===== src/rtl/nrisc_coproc_muldiv_if.sv =====
// Co-processor port between the NRISC core and the mul/div unit.
// The core (master) drives the strobe and operands; the unit (slave) returns the result and handshake.
interface nrisc_coproc_muldiv_if #(
    parameter int TAM = 16
);
    logic           CORE_CO_op;
    logic [1:0]     CORE_CO_func;
    logic [TAM-1:0] CORE_CO_A;
    logic [TAM-1:0] CORE_CO_B;
    logic [TAM-1:0] CORE_CO_In;
    logic           CORE_CO_busy;
    logic           CORE_CO_done;
    logic           CORE_CO_dz;

    modport master (
        output CORE_CO_op, CORE_CO_func, CORE_CO_A, CORE_CO_B,
        input  CORE_CO_In, CORE_CO_busy, CORE_CO_done, CORE_CO_dz
    );

    modport slave (
        input  CORE_CO_op, CORE_CO_func, CORE_CO_A, CORE_CO_B,
        output CORE_CO_In, CORE_CO_busy, CORE_CO_done, CORE_CO_dz
    );
endinterface


===== src/rtl/nrisc_coproc_muldiv.sv =====
// Iterative unsigned shift-add multiply / restoring divide, one bit per clock.
// Latency TAM edges after acceptance (1 for divide by zero); strobes while busy are dropped, core stalls on busy.
module nrisc_coproc_muldiv #(
    parameter int TAM   = 16,
    parameter int CNT_W = 5
) (
    input  logic                 clk,
    input  logic                 rst,
    nrisc_coproc_muldiv_if.slave co
);

    typedef enum logic [1:0] {
        IDLE = 2'd0,
        RUN  = 2'd1,
        DONE = 2'd2
    } state_t;

    state_t             state;
    logic [CNT_W-1:0]   cnt;
    logic [1:0]         func_q;
    logic [TAM-1:0]     a_q;
    logic [TAM-1:0]     b_q;
    // Upper half: partial product / partial remainder. Lower half: multiplier / dividend-quotient.
    logic [2*TAM-1:0]   acc;
    logic [2*TAM-1:0]   acc_nxt;
    logic [TAM:0]       mul_sum;
    logic [TAM:0]       div_trial;
    logic [TAM-1:0]     result_nxt;
    logic               last_iter;
    logic               div_zero;

    assign last_iter = (cnt == CNT_W'(TAM - 1));
    assign div_zero  = func_q[1] && (b_q == '0);

    always_comb begin
        mul_sum   = {1'b0, acc[2*TAM-1:TAM]} + {1'b0, a_q & {TAM{acc[0]}}};
        div_trial = {acc[2*TAM-1:TAM], acc[TAM-1]} - {1'b0, b_q};
        acc_nxt   = acc;
        if (!func_q[1]) begin
            acc_nxt = {mul_sum, acc[TAM-1:1]};
        end else if (!div_trial[TAM]) begin
            acc_nxt = {div_trial[TAM-1:0], acc[TAM-2:0], 1'b1};
        end else begin
            acc_nxt = {acc[2*TAM-2:0], 1'b0};
        end
        // func[0] selects the upper half: MUL high word or DIV remainder.
        result_nxt = func_q[0] ? acc_nxt[2*TAM-1:TAM] : acc_nxt[TAM-1:0];
    end

    always_ff @(posedge clk or posedge rst) begin
        if (rst) begin
            state           <= IDLE;
            cnt             <= '0;
            func_q          <= '0;
            a_q             <= '0;
            b_q             <= '0;
            acc             <= '0;
            co.CORE_CO_In   <= '0;
            co.CORE_CO_busy <= 1'b0;
            co.CORE_CO_done <= 1'b0;
            co.CORE_CO_dz   <= 1'b0;
        end else begin
            case (state)
                IDLE, DONE: begin
                    co.CORE_CO_done <= 1'b0;
                    if (co.CORE_CO_op) begin
                        func_q          <= co.CORE_CO_func;
                        a_q             <= co.CORE_CO_A;
                        b_q             <= co.CORE_CO_B;
                        cnt             <= '0;
                        acc             <= co.CORE_CO_func[1] ? {{TAM{1'b0}}, co.CORE_CO_A}
                                                              : {{TAM{1'b0}}, co.CORE_CO_B};
                        co.CORE_CO_busy <= 1'b1;
                        state           <= RUN;
                    end else begin
                        state           <= IDLE;
                    end
                end
                RUN: begin
                    if (div_zero) begin
                        co.CORE_CO_In   <= func_q[0] ? a_q : {TAM{1'b1}};
                        co.CORE_CO_dz   <= 1'b1;
                        co.CORE_CO_busy <= 1'b0;
                        co.CORE_CO_done <= 1'b1;
                        state           <= DONE;
                    end else begin
                        acc <= acc_nxt;
                        cnt <= cnt + CNT_W'(1);
                        if (last_iter) begin
                            co.CORE_CO_In   <= result_nxt;
                            co.CORE_CO_dz   <= 1'b0;
                            co.CORE_CO_busy <= 1'b0;
                            co.CORE_CO_done <= 1'b1;
                            state           <= DONE;
                        end
                    end
                end
                default: begin
                    co.CORE_CO_busy <= 1'b0;
                    co.CORE_CO_done <= 1'b0;
                    state           <= IDLE;
                end
            endcase
        end
    end

endmodule


===== src/flat_wrapper.sv =====
// flat-port wrapper written by rule: the top's interface ports become plain ports
module nrisc_coproc_muldiv_flat 
#(
    parameter int TAM   = 16,
    parameter int CNT_W = 5
)
  (clk, rst, co_CORE_CO_op, co_CORE_CO_func, co_CORE_CO_A, co_CORE_CO_B, co_CORE_CO_In, co_CORE_CO_busy, co_CORE_CO_done, co_CORE_CO_dz);
  nrisc_coproc_muldiv_if #(.TAM(TAM)) co_i ();
  input  logic clk;
  input  logic rst;
  input wire logic [$bits(co_i.CORE_CO_op)-1:0] co_CORE_CO_op;
  input wire logic [$bits(co_i.CORE_CO_func)-1:0] co_CORE_CO_func;
  input wire logic [$bits(co_i.CORE_CO_A)-1:0] co_CORE_CO_A;
  input wire logic [$bits(co_i.CORE_CO_B)-1:0] co_CORE_CO_B;
  output wire logic [$bits(co_i.CORE_CO_In)-1:0] co_CORE_CO_In;
  output wire logic [$bits(co_i.CORE_CO_busy)-1:0] co_CORE_CO_busy;
  output wire logic [$bits(co_i.CORE_CO_done)-1:0] co_CORE_CO_done;
  output wire logic [$bits(co_i.CORE_CO_dz)-1:0] co_CORE_CO_dz;
  assign co_i.CORE_CO_op = co_CORE_CO_op;
  assign co_i.CORE_CO_func = co_CORE_CO_func;
  assign co_i.CORE_CO_A = co_CORE_CO_A;
  assign co_i.CORE_CO_B = co_CORE_CO_B;
  assign co_CORE_CO_In = co_i.CORE_CO_In;
  assign co_CORE_CO_busy = co_i.CORE_CO_busy;
  assign co_CORE_CO_done = co_i.CORE_CO_done;
  assign co_CORE_CO_dz = co_i.CORE_CO_dz;
  nrisc_coproc_muldiv #(.TAM(TAM), .CNT_W(CNT_W)) u_core (.clk(clk), .rst(rst), .co(co_i));
endmodule

===== config.mk =====
export PLATFORM = sky130hd
export DESIGN_NAME = nrisc_coproc_muldiv_flat
export DESIGN_NICKNAME = d
export VERILOG_FILES = /design/src/rtl/nrisc_coproc_muldiv_if.sv /design/src/rtl/nrisc_coproc_muldiv.sv /design/src/flat_wrapper.sv
export SDC_FILE = /design/constraint.sdc
export NUM_CORES = 1
export LEC_CHECK = 0
export BUFFER_PORTS_ARGS = -buffer_cell sky130_fd_sc_hd__buf_2
export CORE_ASPECT_RATIO = 0.7
export CORE_MARGIN = 5
export CORE_UTILIZATION = 45
export DETAILED_ROUTE_END_ITERATION = 6
export GPL_TIMING_DRIVEN = 0
export PLACE_DENSITY = 0.68
export SKIP_CTS_REPAIR_TIMING = 1
export SYNTH_ARGS = -nofsm -noshare
export SYNTH_HDL_FRONTEND = slang
export SYNTH_SLANG_ARGS = --single-unit

===== constraint.sdc =====
create_clock -name clk -period 4.6 [get_ports clk]
set_input_delay 0.23 -clock clk [delete_from_list [all_inputs] [get_ports clk]]
set_output_delay 0.23 -clock clk [all_outputs]
set_load 0.005 [all_outputs]

==> qor.txt <==
vias = 6164
initial core utilization = 45.8%
PortBufs = 54
crit path launch = u_core.acc[0]
Mapped Area = 6350 µm²
Placer Congestion = 0.972
total gr overflow = 0
critical path arrival = 4.28 ns
max incr delay on CP = 0.56 ns
WP buf/inv = 1
P per Cell Area = 939 nW/µm²
RSZ-0062 raised after global routing = false
TritonCTS Buffers = 9
DIE HEIGHT = 109 µm
R2R setup slack = 0.59 ns
clk slew on worst S/H paths = 0.07 ns
worst-path fanout max = 10
Via-to-Cell Ratio = 6.00
worst slew pin tran = 1.22 ns
DP Wirelength = 16300 µm
dpl cell area = 6890 µm²
initial drt markers = 689
CTS tree = yes
CTS Buffer Depth = 2
Post-synth EDFFs = 0
critical path type = reg -> reg
final worst-path cycle share = 87.1%
initial antenna violation count = 0
Setup crit end = u_core.co.CORE_CO_In[13]
FF-to-FF End = u_core.co.CORE_CO_In[13]
row cnt = 36
Detailed Routing Iterations Pass 1 = 5
wire length per cell = 20.5 µm
Sinks on Clock Net = 91
Slew headroom = 17.9%
Post-DRT Antenna Nets = 0
Area Growth Syn to Fin = 13.9%
post-synthesis sequential area ratio = 35.9%
Ys Warns = 0
largest net degree at the start of global routing = 63
Antenna Cells = 0
Seq. cell area = 2280 µm²
R2R Path Start = u_core.acc[0]
type of origin of the critical path = flip-flop
worst reg2reg path depth = 12
Clock Skews = 0.00667 ns
critical path depth in cells = 12
die area = 16600 µm²
maximum VDD drop = 0.337 mV
ys async rst share = 100%
layout cells sized above 1 = 11.2%
number of fill cells in the layout = 1376
area of the multi-input gates = 3800 µm²
Mapped Cells = 766
worst-path cell chain = clkbuf_1 -> and2_1 -> ha_1 -> fa_1 -> a211oi_1 -> nor2_1 -> o31ai_1 -> o211ai_1 -> and3_1 -> or2_2 -> mux4_2 -> o211ai_2
clock latency on the worst-skew pair = 0.35 ns
final hold violations = 0
chip width = 152 µm
static leakage = 0.00339 µW
Avg Inst Size Synth = 8.29 µm²
pins over their slew limit = 0
Final Setup Violations = 0
first-pass GRT wire length = 32800 µm
Place WS = 0.701 ns
Max Cap Viol = 0
Crit. End Element = flip-flop
DRT Wirelength = 21100 µm
Critical Path RT = 4.87 ns
Synth cell types = 65
# nets final = 906
Setup WS post-layout = 0.593 ns
Max Freq = 250 MHz
CP delay by family, top = compound AO/OA/AOI/OAI gates
H-tree levels = 3
total global-route track usage = 25.4%
Root Buffer = clkbuf_16
vias in the first global route = 5672
Seq cells post-synth = 91
syn nets = 839
min cycle time layout = 4.01 ns
CP max-delay cell = o31ai_1
status = finished clean
design area = 7230 µm²
worst hold path type = in -> reg
core area = 13900 µm²
most common flop cell mapped by yosys = dfrtp_1
DR DRC count = 0
setup TNS = 0 ns
I/O pin count = 56
cell families (layout without fill, tap and decap cells):
logic type	count (synthesis)	after routing	synth area share [%]
AND/OR/NAND/NOR	279	279	19.7
buffers and inverters	70	142	4.28
AO/OA/AOI/OAI	222	222	21.7
flip-flops	91	91	35.9
adder cells (fa/ha/maj)	36	36	7.33
XOR/XNOR	23	23	3.17
multiplexers	45	45	7.96
stage by stage:
| stage | cells | util, % | hold slack [ns] | total power [µW] |
|---|---|---|---|---|
| 6_report | 1028 | 52.1 | 0.0859 | 6790 |
| 5_1_grt | 1028 | 52.1 | 0.0828 | 7320 |
| 4_1_cts | 1027 | 52.0 | -0.113 | 6700 |
| 3_5_place_dp | 1011 | 49.6 | 0.258 | 5830 |
| 3_3_place_gp | 1010 | 49.4 | 0.438 | 5780 |
| 2_1_floorplan | 766 | - | 0.335 | 4620 |
registers in the layout (all words and copies together), names as in the netlist:
name	cells
u_core.acc	32
u_core.a_q	16
u_core.b_q	16
u_core.co.CORE_CO_In	16
u_core.cnt	5
u_core.func_q	2
u_core.co.CORE_CO_busy	1
u_core.co.CORE_CO_done	1
u_core.co.CORE_CO_dz	1
u_core.state	1
synth_stat cells, types with 2 or more instances:
cell | number | area share (%)
mux2_1 | 3 | 0.53
dfrtp_1 | 91 | 36
xnor2_1 | 11 | 1.5
o22a_1 | 2 | 0.28
xor2_1 | 12 | 1.7
a221oi_1 | 3 | 0.41
nand4_1 | 5 | 0.49
mux2i_1 | 28 | 4.4
fa_1 | 2 | 0.63
nor2_1 | 44 | 2.6
clkbuf_1 | 38 | 2.2
o31ai_1 | 5 | 0.59
nor2b_1 | 5 | 0.49
o21ai_0 | 61 | 4.8
nor3_1 | 6 | 0.47
nand3b_1 | 2 | 0.24
a31oi_1 | 11 | 1.1
a211o_1 | 2 | 0.28
buf_1 | 3 | 0.18
nand2_1 | 144 | 8.5
and2_1 | 19 | 1.9
nand3_1 | 23 | 1.8
mux4_2 | 3 | 1.1
a21o_1 | 19 | 2.2
a21oi_1 | 44 | 3.5
inv_1 | 25 | 1.5
o21a_1 | 11 | 1.3
o22ai_1 | 6 | 0.59
or3_1 | 5 | 0.49
and3_1 | 8 | 0.79
ha_1 | 34 | 6.7
a211oi_1 | 13 | 1.5
o21ai_1 | 20 | 1.6
or2_2 | 2 | 0.20
nor4_1 | 3 | 0.30
nand2b_1 | 9 | 0.89
mux2_2 | 11 | 2.0
o211ai_1 | 6 | 0.71
layer usage:
metal | vias to the layer above | GRT usage [%] | share of wire [%]
met4 | 0 | 4.81 | 1.3
met1 | 2960 | 37.4 | 46
met3 | 28 | 8.14 | 11
met2 | 305 | 36.9 | 41
met5 | - | 0 | 0
li1 | 2871 | - | -
power by group:
part	switching [µW]	total [µW]	internal, µW
clock network	358	846	488
registers	335	1530	1190
logic	2650	4420	1770
worst min path at each step:
stage	startpoint	depth (start not counted)	end
finish	co_CORE_CO_A[1]	3	u_core.a_q[1]
global route	co_CORE_CO_A[2]	3	u_core.a_q[2]
CTS	rst	2	u_core.a_q[12]
detailed placement	rst	2	u_core.a_q[12]
global placement	co_CORE_CO_A[2]	3	u_core.a_q[2]
floorplan	co_CORE_CO_A[0]	2	u_core.a_q[0]
cell type report:
type,instances,area share (%)
Multi-Input combinational cell,605,52.6
Sequential cell,91,31.5
Timing Repair Buffer,56,4.26
Tap cell,190,3.29
Clock buffer,9,3.12
Buffer,43,2.35
Clock inverter,7,1.49
Inverter,27,1.44
placed cells by master (no fill, tap or decap), types with 6 or more instances in the layout:
| cell type | n |
|---|---|
| a211oi_1 | 13 |
| a21o_1 | 19 |
| a21oi_1 | 44 |
| a31oi_1 | 11 |
| and2_1 | 19 |
| and3_1 | 8 |
| buf_2 | 55 |
| clkbuf_1 | 38 |
| clkbuf_16 | 9 |
| dfrtp_1 | 91 |
| ha_1 | 34 |
| inv_1 | 24 |
| mux2_2 | 11 |
| mux2i_1 | 28 |
| nand2_1 | 144 |
| nand2b_1 | 9 |
| nand3_1 | 23 |
| nor2_1 | 44 |
| nor3_1 | 6 |
| o211ai_1 | 6 |
| o21a_1 | 11 |
| o21ai_0 | 61 |
| o21ai_1 | 20 |
| o22ai_1 | 6 |
| xnor2_1 | 11 |
| xor2_1 | 12 |
worst register-to-register path, delay by kind of cell, from the launching register on:
| kind | cells | cell delay, ns |
|---|---|---|
| flip-flops | 1 | 0.48 |
| buffers and inverters | 1 | 0.25 |
| AO/OA/AOI/OAI | 4 | 1.17 |
| multiplexers | 1 | 0.47 |
| AND/OR/NAND/NOR | 4 | 0.86 |
| adder cells (fa/ha/maj) | 2 | 0.71 |
(Power assumes the default switching activity.)
